## config.mk

```make
export PLATFORM = sky130hd
export DESIGN_NAME = if_stage
export DESIGN_NICKNAME = d
export VERILOG_FILES = /design/src/rtl/pipe_pkg.sv /design/src/rtl/if_pc_gen.sv /design/src/rtl/if_stage.sv
export SDC_FILE = /design/constraint.sdc
export NUM_CORES = 1
export LEC_CHECK = 0
export CORE_MARGIN = 2
export CORE_UTILIZATION = 29
export DETAILED_ROUTE_END_ITERATION = 10
export HOLD_SLACK_MARGIN = 0.12
export PLACE_DENSITY = 0.53
export SYNTH_ARGS = -nofsm -noshare
export SYNTH_HDL_FRONTEND = slang
export SYNTH_SLANG_ARGS = --single-unit
```

## constraint.sdc

```tcl
create_clock -name clk -period 2.44 [get_ports clk]
set_input_delay 0.732 -clock clk [delete_from_list [all_inputs] [get_ports clk]]
set_output_delay 0.732 -clock clk [all_outputs]
set_load 0.05 [all_outputs]
```

## src/rtl/pipe_pkg.sv

```systemverilog
// Shared pipeline definitions: memory/instruction widths, NOP encoding and
// the IF/ID boundary bundle handed from fetch to decode.
package pipe_pkg;

    localparam int ADDR_W  = 11;
    localparam int INSTR_W = 32;

    localparam logic [INSTR_W-1:0] NOP           = '0;
    localparam logic [ADDR_W-1:0]  RESET_PC_DFLT = '0;

    typedef struct packed {
        logic [INSTR_W-1:0] ir;
        logic [ADDR_W-1:0]  pc;
        logic               valid;
    } if_id_t;

endpackage

```

## src/rtl/if_pc_gen.sv

```systemverilog
// PC generator: owns fetch_pc, the instruction RAM address/enable and the
// bookkeeping for the word the synchronous RAM is returning this cycle.
module if_pc_gen
    import pipe_pkg::*;
#(
    parameter logic [ADDR_W-1:0] RESET_PC = RESET_PC_DFLT
) (
    input  logic              clk,
    input  logic              rst_n,
    input  logic              stall,
    input  logic              redirect,
    input  logic [ADDR_W-1:0] redirect_pc,
    output logic [ADDR_W-1:0] im_addr,
    output logic              im_oen,
    output logic [ADDR_W-1:0] inflight_addr,
    output logic              inflight_v
);

    logic [ADDR_W-1:0] fetch_pc;
    logic              oen_q;

    assign im_oen = oen_q;

    // NOTE: every always_comb output gets a value on every path (default or
    // full if/else chain) so no latch is inferred.
    always_comb begin
        im_addr = fetch_pc;
        if (redirect)
            im_addr = redirect_pc;
        else if (stall)
            im_addr = inflight_addr;  // re-read so Q keeps the held word
    end

    // NOTE: sequential state uses non-blocking assignments so all registers
    // update from the same pre-edge values.
    always_ff @(posedge clk or negedge rst_n) begin
        if (!rst_n) begin
            fetch_pc      <= RESET_PC;
            inflight_addr <= '0;
            inflight_v    <= 1'b0;
            oen_q         <= 1'b1;
        end else begin
            oen_q <= 1'b0;
            if (redirect) begin
                inflight_addr <= redirect_pc;
                inflight_v    <= 1'b1;
                fetch_pc      <= redirect_pc + ADDR_W'(1);
            end else if (!stall) begin
                inflight_addr <= fetch_pc;
                inflight_v    <= ~oen_q;
                // RAM is disabled on the first edge after reset, so RESET_PC
                // must be presented again before the PC may advance.
                if (!oen_q)
                    fetch_pc <= fetch_pc + ADDR_W'(1);
            end
        end
    end

endmodule

```

## src/rtl/if_stage.sv

```systemverilog
// Instruction-fetch stage: drives the instruction RAM through if_pc_gen and
// registers the returned word into the IF/ID boundary for decode.
module if_stage
    import pipe_pkg::*;
#(
    parameter logic [ADDR_W-1:0] RESET_PC = RESET_PC_DFLT
) (
    input  logic               clk,
    input  logic               rst_n,
    output logic [ADDR_W-1:0]  im_addr,
    output logic               im_oen,
    input  logic [INSTR_W-1:0] im_rdata,
    input  logic               stall_i,
    input  logic               redirect_i,
    input  logic [ADDR_W-1:0]  redirect_pc_i,
    output logic [INSTR_W-1:0] ir_o,
    output logic [ADDR_W-1:0]  pc_o,
    output logic               valid_o,
    output logic [31:0]        fetch_cnt_o
);

    logic [ADDR_W-1:0] inflight_addr;
    logic              inflight_v;
    if_id_t            if_id_q;
    logic [31:0]       fetch_cnt;

    if_pc_gen #(.RESET_PC(RESET_PC)) u_pc_gen (
        .clk          (clk),
        .rst_n        (rst_n),
        .stall        (stall_i),
        .redirect     (redirect_i),
        .redirect_pc  (redirect_pc_i),
        .im_addr      (im_addr),
        .im_oen       (im_oen),
        .inflight_addr(inflight_addr),
        .inflight_v   (inflight_v)
    );

    always_ff @(posedge clk or negedge rst_n) begin
        if (!rst_n) begin
            if_id_q   <= '{ir: NOP, pc: '0, valid: 1'b0};
            fetch_cnt <= '0;
        end else begin
            if (redirect_i) begin
                // Squash the word being returned and the one being fetched.
                if_id_q.ir    <= NOP;
                if_id_q.valid <= 1'b0;
            end else if (!stall_i) begin
                if_id_q <= '{ir: im_rdata, pc: inflight_addr, valid: inflight_v};
            end
            if (if_id_q.valid && !stall_i && !redirect_i)
                fetch_cnt <= fetch_cnt + 32'd1;
        end
    end

    assign ir_o        = if_id_q.ir;
    assign pc_o        = if_id_q.pc;
    assign valid_o     = if_id_q.valid;
    assign fetch_cnt_o = fetch_cnt;

endmodule
```

==> results of run 1 <==
[timing repair]
item,CTS,global route
pin swaps,0,1
hold endpoints to repair,0,0
endpoints found under the setup margin,1,4
gates resized for setup,1,4
[cell families after synthesis]
family                     count (synthesis)
other                                      1
xor gates and xnor gates                  43
and+or+nand+nor                          135
muxes                                     64
adders and majority gates                  2
buffers and inverters                     27
AOI/OAI and AO/OA                         32
DFF                                      100
[report_power, final]
part	switching (W)	internal [W]	total (W)
registers	0.000142	0.00181	0.00195
clock network	0.000627	0.000928	0.00155
logic	0.000761	0.000534	0.00130
total	0.00153	0.00327	0.00480
[flip-flops by register name (all words and copies together), names as in the netlist]
signal	flops
u_pc_gen.inflight_addr	11
pc_o	11
u_pc_gen.im_oen	1
fetch_cnt_o	32
u_pc_gen.inflight_v	1
valid_o	1
u_pc_gen.fetch_pc	11
ir_o	32
[Yosys cell counts, drive strengths merged (4+ instances only)]
cell type	count
and3	8
and4	4
buf	16
clkbuf	4
dfrtp	99
inv	7
mux2	14
mux2i	50
nand2	30
nand3	15
nand4	16
nand4b	7
nor2	43
o21ai	15
xnor2	38
xor2	5
[layer usage]
layer | part of all wire [%] | wire (um) | vias up
met4 | 1.3 | 149 | 0
met1 | 48 | 5650 | 1744
met2 | 46 | 5410 | 95
met5 | 0 | 0 | -
li1 | - | - | 1736
met3 | 4.9 | 582 | 12
[cell type report]
| class | count | area [um^2] | area share [%] |
|---|---|---|---|
| inverter | 7 | 26.28 | 0.3745 |
| clock inverter | 5 | 85.08 | 1.213 |
| multi-input combinational | 277 | 2140 | 30.49 |
| tap | 216 | 270.3 | 3.852 |
| clock buffer | 10 | 239.0 | 3.406 |
| sequential | 100 | 2504 | 35.68 |
| timing repair buffer | 170 | 1753 | 24.98 |
[metrics by stage]
| step | TNS (ps) | setup WS [ps] | instances | cell area, um^2 | utilization [%] |
|---|---|---|---|---|---|
| detailed placement | -882.3 | -274.8 | 770 | 6674 | 42.17 |
| finish | 0 | 33.89 | 785 | 7017 | 44.33 |
| global route | 0 | 0.9701 | 785 | 7017 | 44.33 |
| floorplan | -427.4 | -87.22 | 404 | 4791 | - |
| CTS | 0 | 4.158 | 785 | 7000 | 44.23 |
| global placement | -669.5 | -219.8 | 770 | 6674 | 42.17 |
[path summary, 6_finish.rpt]
check                           cells after the start  slack, ps                                 to                        startpoint
max in group asynchronous                           2       1560          u_pc_gen.im_oen$_DFF_PN1_                             rst_n
worst max-delay path                                4         30                         im_addr[5]                  redirect_pc_i[5]
min in group clk                                    2        490    u_pc_gen.inflight_v$_DFFE_PN0P_   u_pc_gen.inflight_v$_DFFE_PN0P_
worst min register to register                      2        490    u_pc_gen.inflight_v$_DFFE_PN0P_   u_pc_gen.inflight_v$_DFFE_PN0P_
worst min-delay path                                1        280               ir_o[16]$_DFFE_PN0P_                             rst_n
worst max register to register                      7        540  u_pc_gen.fetch_pc[10]$_DFFE_PN0P_  u_pc_gen.fetch_pc[0]$_DFFE_PN0P_
==> metrics, run 1 <==
total setup buffers inserted after CTS 0; number of setup violations in the final report 0; busiest layer in global routing met2; status complete, no violations; Longest Clk Path Bufs 2; CP bufs+invs 2; fin crit period 2406 ps; largest net degree at the start of global routing 47; slowest CP cell clkdlybuf4s50_1; cell row count 46; Compound-Gate Fraction of Synth Area 5.090%; critical path type input pin to output pin; n_diodes 0; most frequent cells in the layout clkdlybuf4s50_1, dfrtp_1, mux2i_1, nor2_1; Buffers on Ports 134; Max H-tree Level 3; WHS 275.6 ps; Syn Nets 453; Layout Nets 614; final period utilization 98.61%; Crit path max-delay family buffers and inverters; Syn Inst Count 404; Synth Area in Simple Gates 15.91%; Worst-Skew Late Latency 350 ps; Synth Register Bits 100; area grow syn2layout 50.23%; GR Util met2 22.82%; share of cells above drive strength 1 19.16%; io pins 135; Max-Cap Viols 0; Synth Area in Adders 0.5358%; number of synthesized flops with an enable pin 0; PnR Total Power 0.004801 W; critical path fanouts, max 3; top cells by area, synth dfrtp_1, mux2i_1, xnor2_1; Top FF cell, synth dfrtp_1; worst vdd ir 0.4378 mV; XOR/XNOR Fraction of Synth Area 8.063%; met1 usage 19.31%; top-area cell type share of the netlist area 53.04%; routed vias 3587; leak pwr 3.068 nW; GR Util met3 4.560%; core area 15830 um^2; critical path arrival 1670 ps; DIE WIDTH 130.9 um; # DRC 0; Synth Area per Inst 11.56 um^2; Avg Vias per Cell 4.569; post-synthesis mux area share 14.09%; CP Launch Type input pin; max_slew headroom 63.18%; CTS Sinks 100; Worst-Margin Slew 550.5 ps; largest family of logic cells by synthesized area simple AND/OR/NAND/NOR gates; root buffer cell clkbuf_16; total track usage 14.49%; asr flop ratio synth 100.0%; fmax 0.4156 GHz; Synth cell types 47; Synth Cell Area 4671 um^2; crit path cell chain clkdlybuf4s50_1, nand2_1, o21ai_4, buf_12; Final Max Slew Viols 0; unrepaired setup endpoints after global routing false; Initial DRC Count 104; first-pass GRT wire length 19020 um; Seq/Total Area, Yosys 53.60%; Die Area 17140 um^2; Synth area leader dfrtp_1; final hold violations 0; Hold Crit Class input pin to asynchronous set/reset pin; WL/cell 15.02 um; hpwl dp 8817 um; Ys Warns 0; final WL 11790 um; PwrDens 684.3 nW/um^2; clock-pin slew on the worst setup and hold paths 70 ps; Filler cells 1489; global route overflow 0; peak per-stage delay on the critical path 560 ps; most common cell after layout, fill and taps aside clkdlybuf4s50_1; final antenna-violating net count 0; initial core utilization 29.51%; Post-CTS Hold Fix Bufs 0; clk_skew 7.959 ps; CTS tree yes; die span in y 130.9 um; detailed-router iteration count before antenna repair 4; gpl congestion 0.8426; WP data required 1710 ps; vias in the first global route 3691; total CTS buffers 9; type of element capturing the critical path output pin; initial antenna violation count 0
No activity file was read; power rests on OpenSTA's default activity.
==> inputs of run 2 (changes only) <==
--- a/config.mk
+++ b/config.mk
@@ -5,11 +5,13 @@
 export SDC_FILE = /design/constraint.sdc
 export NUM_CORES = 1
 export LEC_CHECK = 0
+export CORE_ASPECT_RATIO = 0.7
 export CORE_MARGIN = 2
 export CORE_UTILIZATION = 29
+export CTS_CLUSTER_DIAMETER = 40
 export DETAILED_ROUTE_END_ITERATION = 10
 export HOLD_SLACK_MARGIN = 0.12
-export PLACE_DENSITY = 0.53
+export PLACE_DENSITY = 0.54
 export SYNTH_ARGS = -nofsm -noshare
 export SYNTH_HDL_FRONTEND = slang
 export SYNTH_SLANG_ARGS = --single-unit
==> run 2 against run 1 <==
Effect of this change:
- core utilization is 0.20 points higher
- clock power fell by 12%
- sequential power hardly changed
- combinational power barely moved
- total power down 3.7%
- critical path depth unchanged
- non-clock buffer count up 1
- routed wire length is 1.2% higher
- critical endpoint unchanged
- clock-buffer cell count is 1 lower
- register-to-register slack lost 70 ps
- critical path type unchanged
==> metrics, run 2 (same netlist as run 1, synthesis figures left out) <==
status complete, no violations; critical path arrival 1660 ps; Initial DRC Count 190; DRT met1 WL 5874 um; Non-Filler Instances 771; fmax 0.4181 GHz; slowest CP cell clkdlybuf4s50_1; met2 WL 5268 um; WL/cell 15.48 um; area grow syn2layout 49.16%; met3 WL 630 um; final WL 11930 um; unrepaired setup endpoints after global routing false; leak pwr 3.057 nW; pre-CTS setup slack -279.0 ps; initial antenna violation count 0; R2R depth 7; Hold Crit Class input pin to asynchronous set/reset pin; Crit path max-delay family buffers and inverters; clock network power share 29.5%; total setup buffers inserted after CTS 0; placed cells 755; Final WS setup 48.00 ps; die span in y 110.2 um; critical path type input pin to output pin; cell row count 38; Avg Vias per Cell 4.703; largest net degree at the start of global routing 38; vias in the first global route 3803; CP bufs+invs 2; worst vdd ir 0.3687 mV; Design Area, Final 6967 um^2; WHS 350.4 ps; final antenna-violating net count 0; share of cells above drive strength 1 19.61%; clk_skew 8.116 ps; Switching Share 34.02%; detailed-router iteration count before antenna repair 5; core area 15640 um^2; Max H-tree Level 3; Post-CTS Hold Fix Bufs 0; WP data required 1710 ps; critical path fanouts, max 3; first-pass GRT wire length 19600 um; global route overflow 0; fin crit period 2392 ps; final period utilization 98.03%; Layout Nets 615; Pint 0.003050 W; io pins 135; R2R Setup Slk 470 ps; n_diodes 0; DIE WIDTH 155.7 um; gpl congestion 0.8053; Buffers on Ports 134; routed vias 3626; total track usage 14.58%; CTS Sinks 100; clock-pin slew on the worst setup and hold paths 70 ps; worst reg2reg endpoint u_pc_gen.fetch_pc[6]$_DFFE_PN0P_; Filler cells 1426; Flop pwr share 42.2%; Comb power frac 28.2%; # DRC 0; Worst-Margin Slew 543.6 ps; crit path cell chain clkdlybuf4s50_1, nand2_1, o21ai_4, buf_12; total CTS buffers 9; Worst-Skew Late Latency 340 ps; most frequent cells in the layout clkdlybuf4s50_1, dfrtp_1, mux2i_1, nor2_1, buf_4; highest routed layer met4; type of element capturing the critical path output pin; most common cell after layout, fill and taps aside clkdlybuf4s50_1; max_slew headroom 63.76%; initial core utilization 29.86%; peak per-stage delay on the critical path 560 ps; Die Area 17150 um^2; PwrDens 663.5 nW/um^2; CP Launch Type input pin; PostCTS Resize Cnt 0; Longest Clk Path Bufs 2; number of setup violations in the final report 0; hpwl dp 8949 um; sw power 0.001573 W; Crit Reg-Reg Startpoint u_pc_gen.fetch_pc[0]$_DFFE_PN0P_; final hold violations 0; Post-DP Area 6671 um^2; root buffer cell clkbuf_16; CTS tree yes; Final Max Slew Viols 0; Max-Cap Viols 0
## run 2: cell type report
type	count	area, um^2	area share (%)
Timing Repair Buffer	171	1764	25.32
Sequential cell	100	2504	35.94
Multi-Input combinational cell	277	2132	30.60
Clock inverter	7	65.06	0.9339
Inverter	7	26.28	0.3772
Tap cell	200	250.2	3.592
Clock buffer	9	225.2	3.233
## run 2: power groups by stage
stage               logic (W)  registers, W  clock network (W)
finish                0.00131       0.00195            0.00136
global route          0.00139       0.00198            0.00149
CTS                   0.00132       0.00195            0.00143
detailed placement    0.00132       0.00198                  0
global placement      0.00131       0.00198                  0
floorplan            0.000420       0.00231                  0
## run 2: worst register-to-register path: stages (launching register included)
cell      delay, ps
dfrtp_1         400
inv_1            50
o21ai_0         220
ha_2            240
or3b_4          420
a211oi_4        280
xnor2_1         150
mux2i_1          90
## run 2: per-stage QoR
stage	utilization [%]	setup TNS (ps)	power [W]
2_1_floorplan	-	-427.4	0.002727
3_3_place_gp	42.65	-800.9	0.003290
3_5_place_dp	42.65	-936.2	0.003299
4_1_cts	44.50	0	0.004701
5_1_grt	44.54	0	0.004854
6_report	44.54	0	0.004623
## run 2: metal layers
metal | global-route usage, % | up-vias
met3 | 4.066 | 15
met4 | 4.522 | 0
met1 | 20.09 | 1784
li1 | - | 1732
met2 | 22.44 | 95
met5 | 0 | -
## run 2: worst max path at each step
stage	from	to	slack, ps	cells after the start
floorplan	stall_i	im_addr[6]	-90	4
global placement	redirect_pc_i[0]	u_pc_gen.fetch_pc[10]$_DFFE_PN0P_	-260	8
detailed placement	redirect_pc_i[0]	u_pc_gen.fetch_pc[6]$_DFFE_PN0P_	-280	8
CTS	redirect_pc_i[1]	im_addr[1]	10	5
global route	fetch_cnt_o[5]$_DFFE_PN0P_	fetch_cnt_o[5]	20	1
finish	redirect_pc_i[5]	im_addr[5]	50	4
==> inputs of run 3 (changes only) <==
==> constraint.sdc (replaced) <==
create_clock -name clk -period 2.7 [get_ports clk]
set_input_delay 0.81 -clock clk [delete_from_list [all_inputs] [get_ports clk]]
set_output_delay 0.81 -clock clk [all_outputs]
set_load 0.05 [all_outputs]
==> run 3 against run 2 <==
Effect of this change:
- worst hold slack gained 90 ps
- combinational power shrank 12%
- largest power group unchanged
- largest cell class unchanged
- clock-buffer cell count is the same
==> metrics, run 3 (same netlist as run 1, synthesis figures left out) <==
critical path fanouts, max 6; leak pwr 2.973 nW; Worst-Margin Slew 562.3 ps; Longest Clk Path Bufs 2; total track usage 14.47%; Crit path max-delay family buffers and inverters; share of cells above drive strength 1 16.58%; fin crit period 2546 ps; hpwl dp 8806 um; gpl congestion 0.7711; Filler cells 1483; worst vdd ir 0.2904 mV; DIE WIDTH 155.7 um; initial antenna violation count 0; clock-pin slew on the worst setup and hold paths 80 ps; total setup buffers inserted after CTS 0; most frequent cells in the layout clkdlybuf4s50_1, dfrtp_1, mux2i_1, nor2_1, xnor2_1; Layout Nets 606; Hold Crit Class input pin to asynchronous set/reset pin; most common cell after layout, fill and taps aside clkdlybuf4s50_1; type of element capturing the critical path output pin; fmax 0.3928 GHz; placed cells 746; final period utilization 94.30%; met1 usage 20.84%; first-pass GRT wire length 19520 um; Max H-tree Level 3; global route overflow 0; CP bufs+invs 1; initial core utilization 29.86%; largest net degree at the start of global routing 43; root buffer cell clkbuf_16; Buffers on Ports 134; routed vias 3558; io pins 135; vias in the first global route 3627; status complete, no violations; final hold violations 0; R2R depth 7; unrepaired setup endpoints after global routing false; Avg Vias per Cell 4.675; busiest layer in global routing met2; peak per-stage delay on the critical path 900 ps; core area 15640 um^2; total CTS buffers 9; Die Area 17150 um^2; area occupied by multi-input gates 2076 um^2; CTS tree yes; setup tns final 0 ps; final antenna-violating net count 0; n_diodes 0; area grow syn2layout 45.91%; die span in y 110.2 um; worst reg2reg endpoint u_pc_gen.fetch_pc[10]$_DFFE_PN0P_; final WL 11850 um; GR Util met3 3.401%; crit path cell chain clkdlybuf4s50_1; CTS Sinks 100; Max-Cap Viols 0; critical path type flop to output pin; Crit Reg-Reg Startpoint u_pc_gen.fetch_pc[0]$_DFFE_PN0P_; Final Max Slew Viols 0; cell row count 38; number of setup violations in the final report 0; Non-Filler Instances 761; slowest CP cell clkdlybuf4s50_1; detailed-router iteration count before antenna repair 4; Initial DRC Count 176; WL/cell 15.57 um; Worst-Skew Late Latency 350 ps; CP Launch Type flop; WP data required 1890 ps; clk_skew 6.284 ps; PwrDens 611.8 nW/um^2; R2R Setup Slk 730 ps; Register Area 2504 um^2; GR Util met2 21.84%; critical path arrival 1740 ps; # DRC 0; max_slew headroom 62.40%
[run 3: report_power, final]
group / internal [W] / switching [W] / leakage [nW] / total (W)
logic: 0.000471 / 0.000683 / 1.54 / 0.00115
registers: 0.00163 / 0.000132 / 1.30 / 0.00177
clock network: 0.000642 / 0.000607 / 0.140 / 0.00125
[run 3: final cells by class]
type	count	area share [%]
multi-input combinational	277	30.46
clock inverter	6	0.8445
inverter	7	0.3855
tap	200	3.672
clock buffer	9	3.305
timing repair buffer	162	24.60
sequential	100	36.74
[run 3: per-layer routing]
layer / up-vias / wire length [um]
met5: - / 0
met4: 0 / 134
met3: 9 / 568
met2: 90 / 5228
met1: 1737 / 5917
li1: 1722 / -
[run 3: repair_timing]
item                                    in CTS  in global routing
endpoints found under the setup margin       0                  3
endpoints found under the hold margin        0                  0
hold buffers                                 0                  0
gates resized for setup                      0                  1
[run 3: how the worst max path moves through the flow]
stage	start	endpoint	slack, ps	cells past startpoint
final	valid_o$_DFFE_PN0P_	valid_o	150	1
after global routing	valid_o$_DFFE_PN0P_	valid_o	70	1
after CTS	stall_i	im_addr[2]	40	4
after detailed placement	redirect_pc_i[0]	u_pc_gen.fetch_pc[8]$_DFFE_PN0P_	-100	8
after global placement	redirect_pc_i[0]	u_pc_gen.fetch_pc[10]$_DFFE_PN0P_	-40	8
after floorplan	stall_i	im_addr[9]	-240	4
[run 3: metrics by stage]
step	setup slack [ps]	cell area, um^2	power (W)	utilization [%]	hold WS [ps]
finish	154.0	6815	0.004170	43.57	440.9
global route	70.02	6815	0.004373	43.57	485.2
detailed placement	-95.50	6530	0.002959	41.75	466.9
floorplan	-242.2	4703	0.002443	-	448.5
CTS	38.33	6813	0.004240	43.55	461.9
global placement	-42.91	6530	0.002946	41.75	462.8
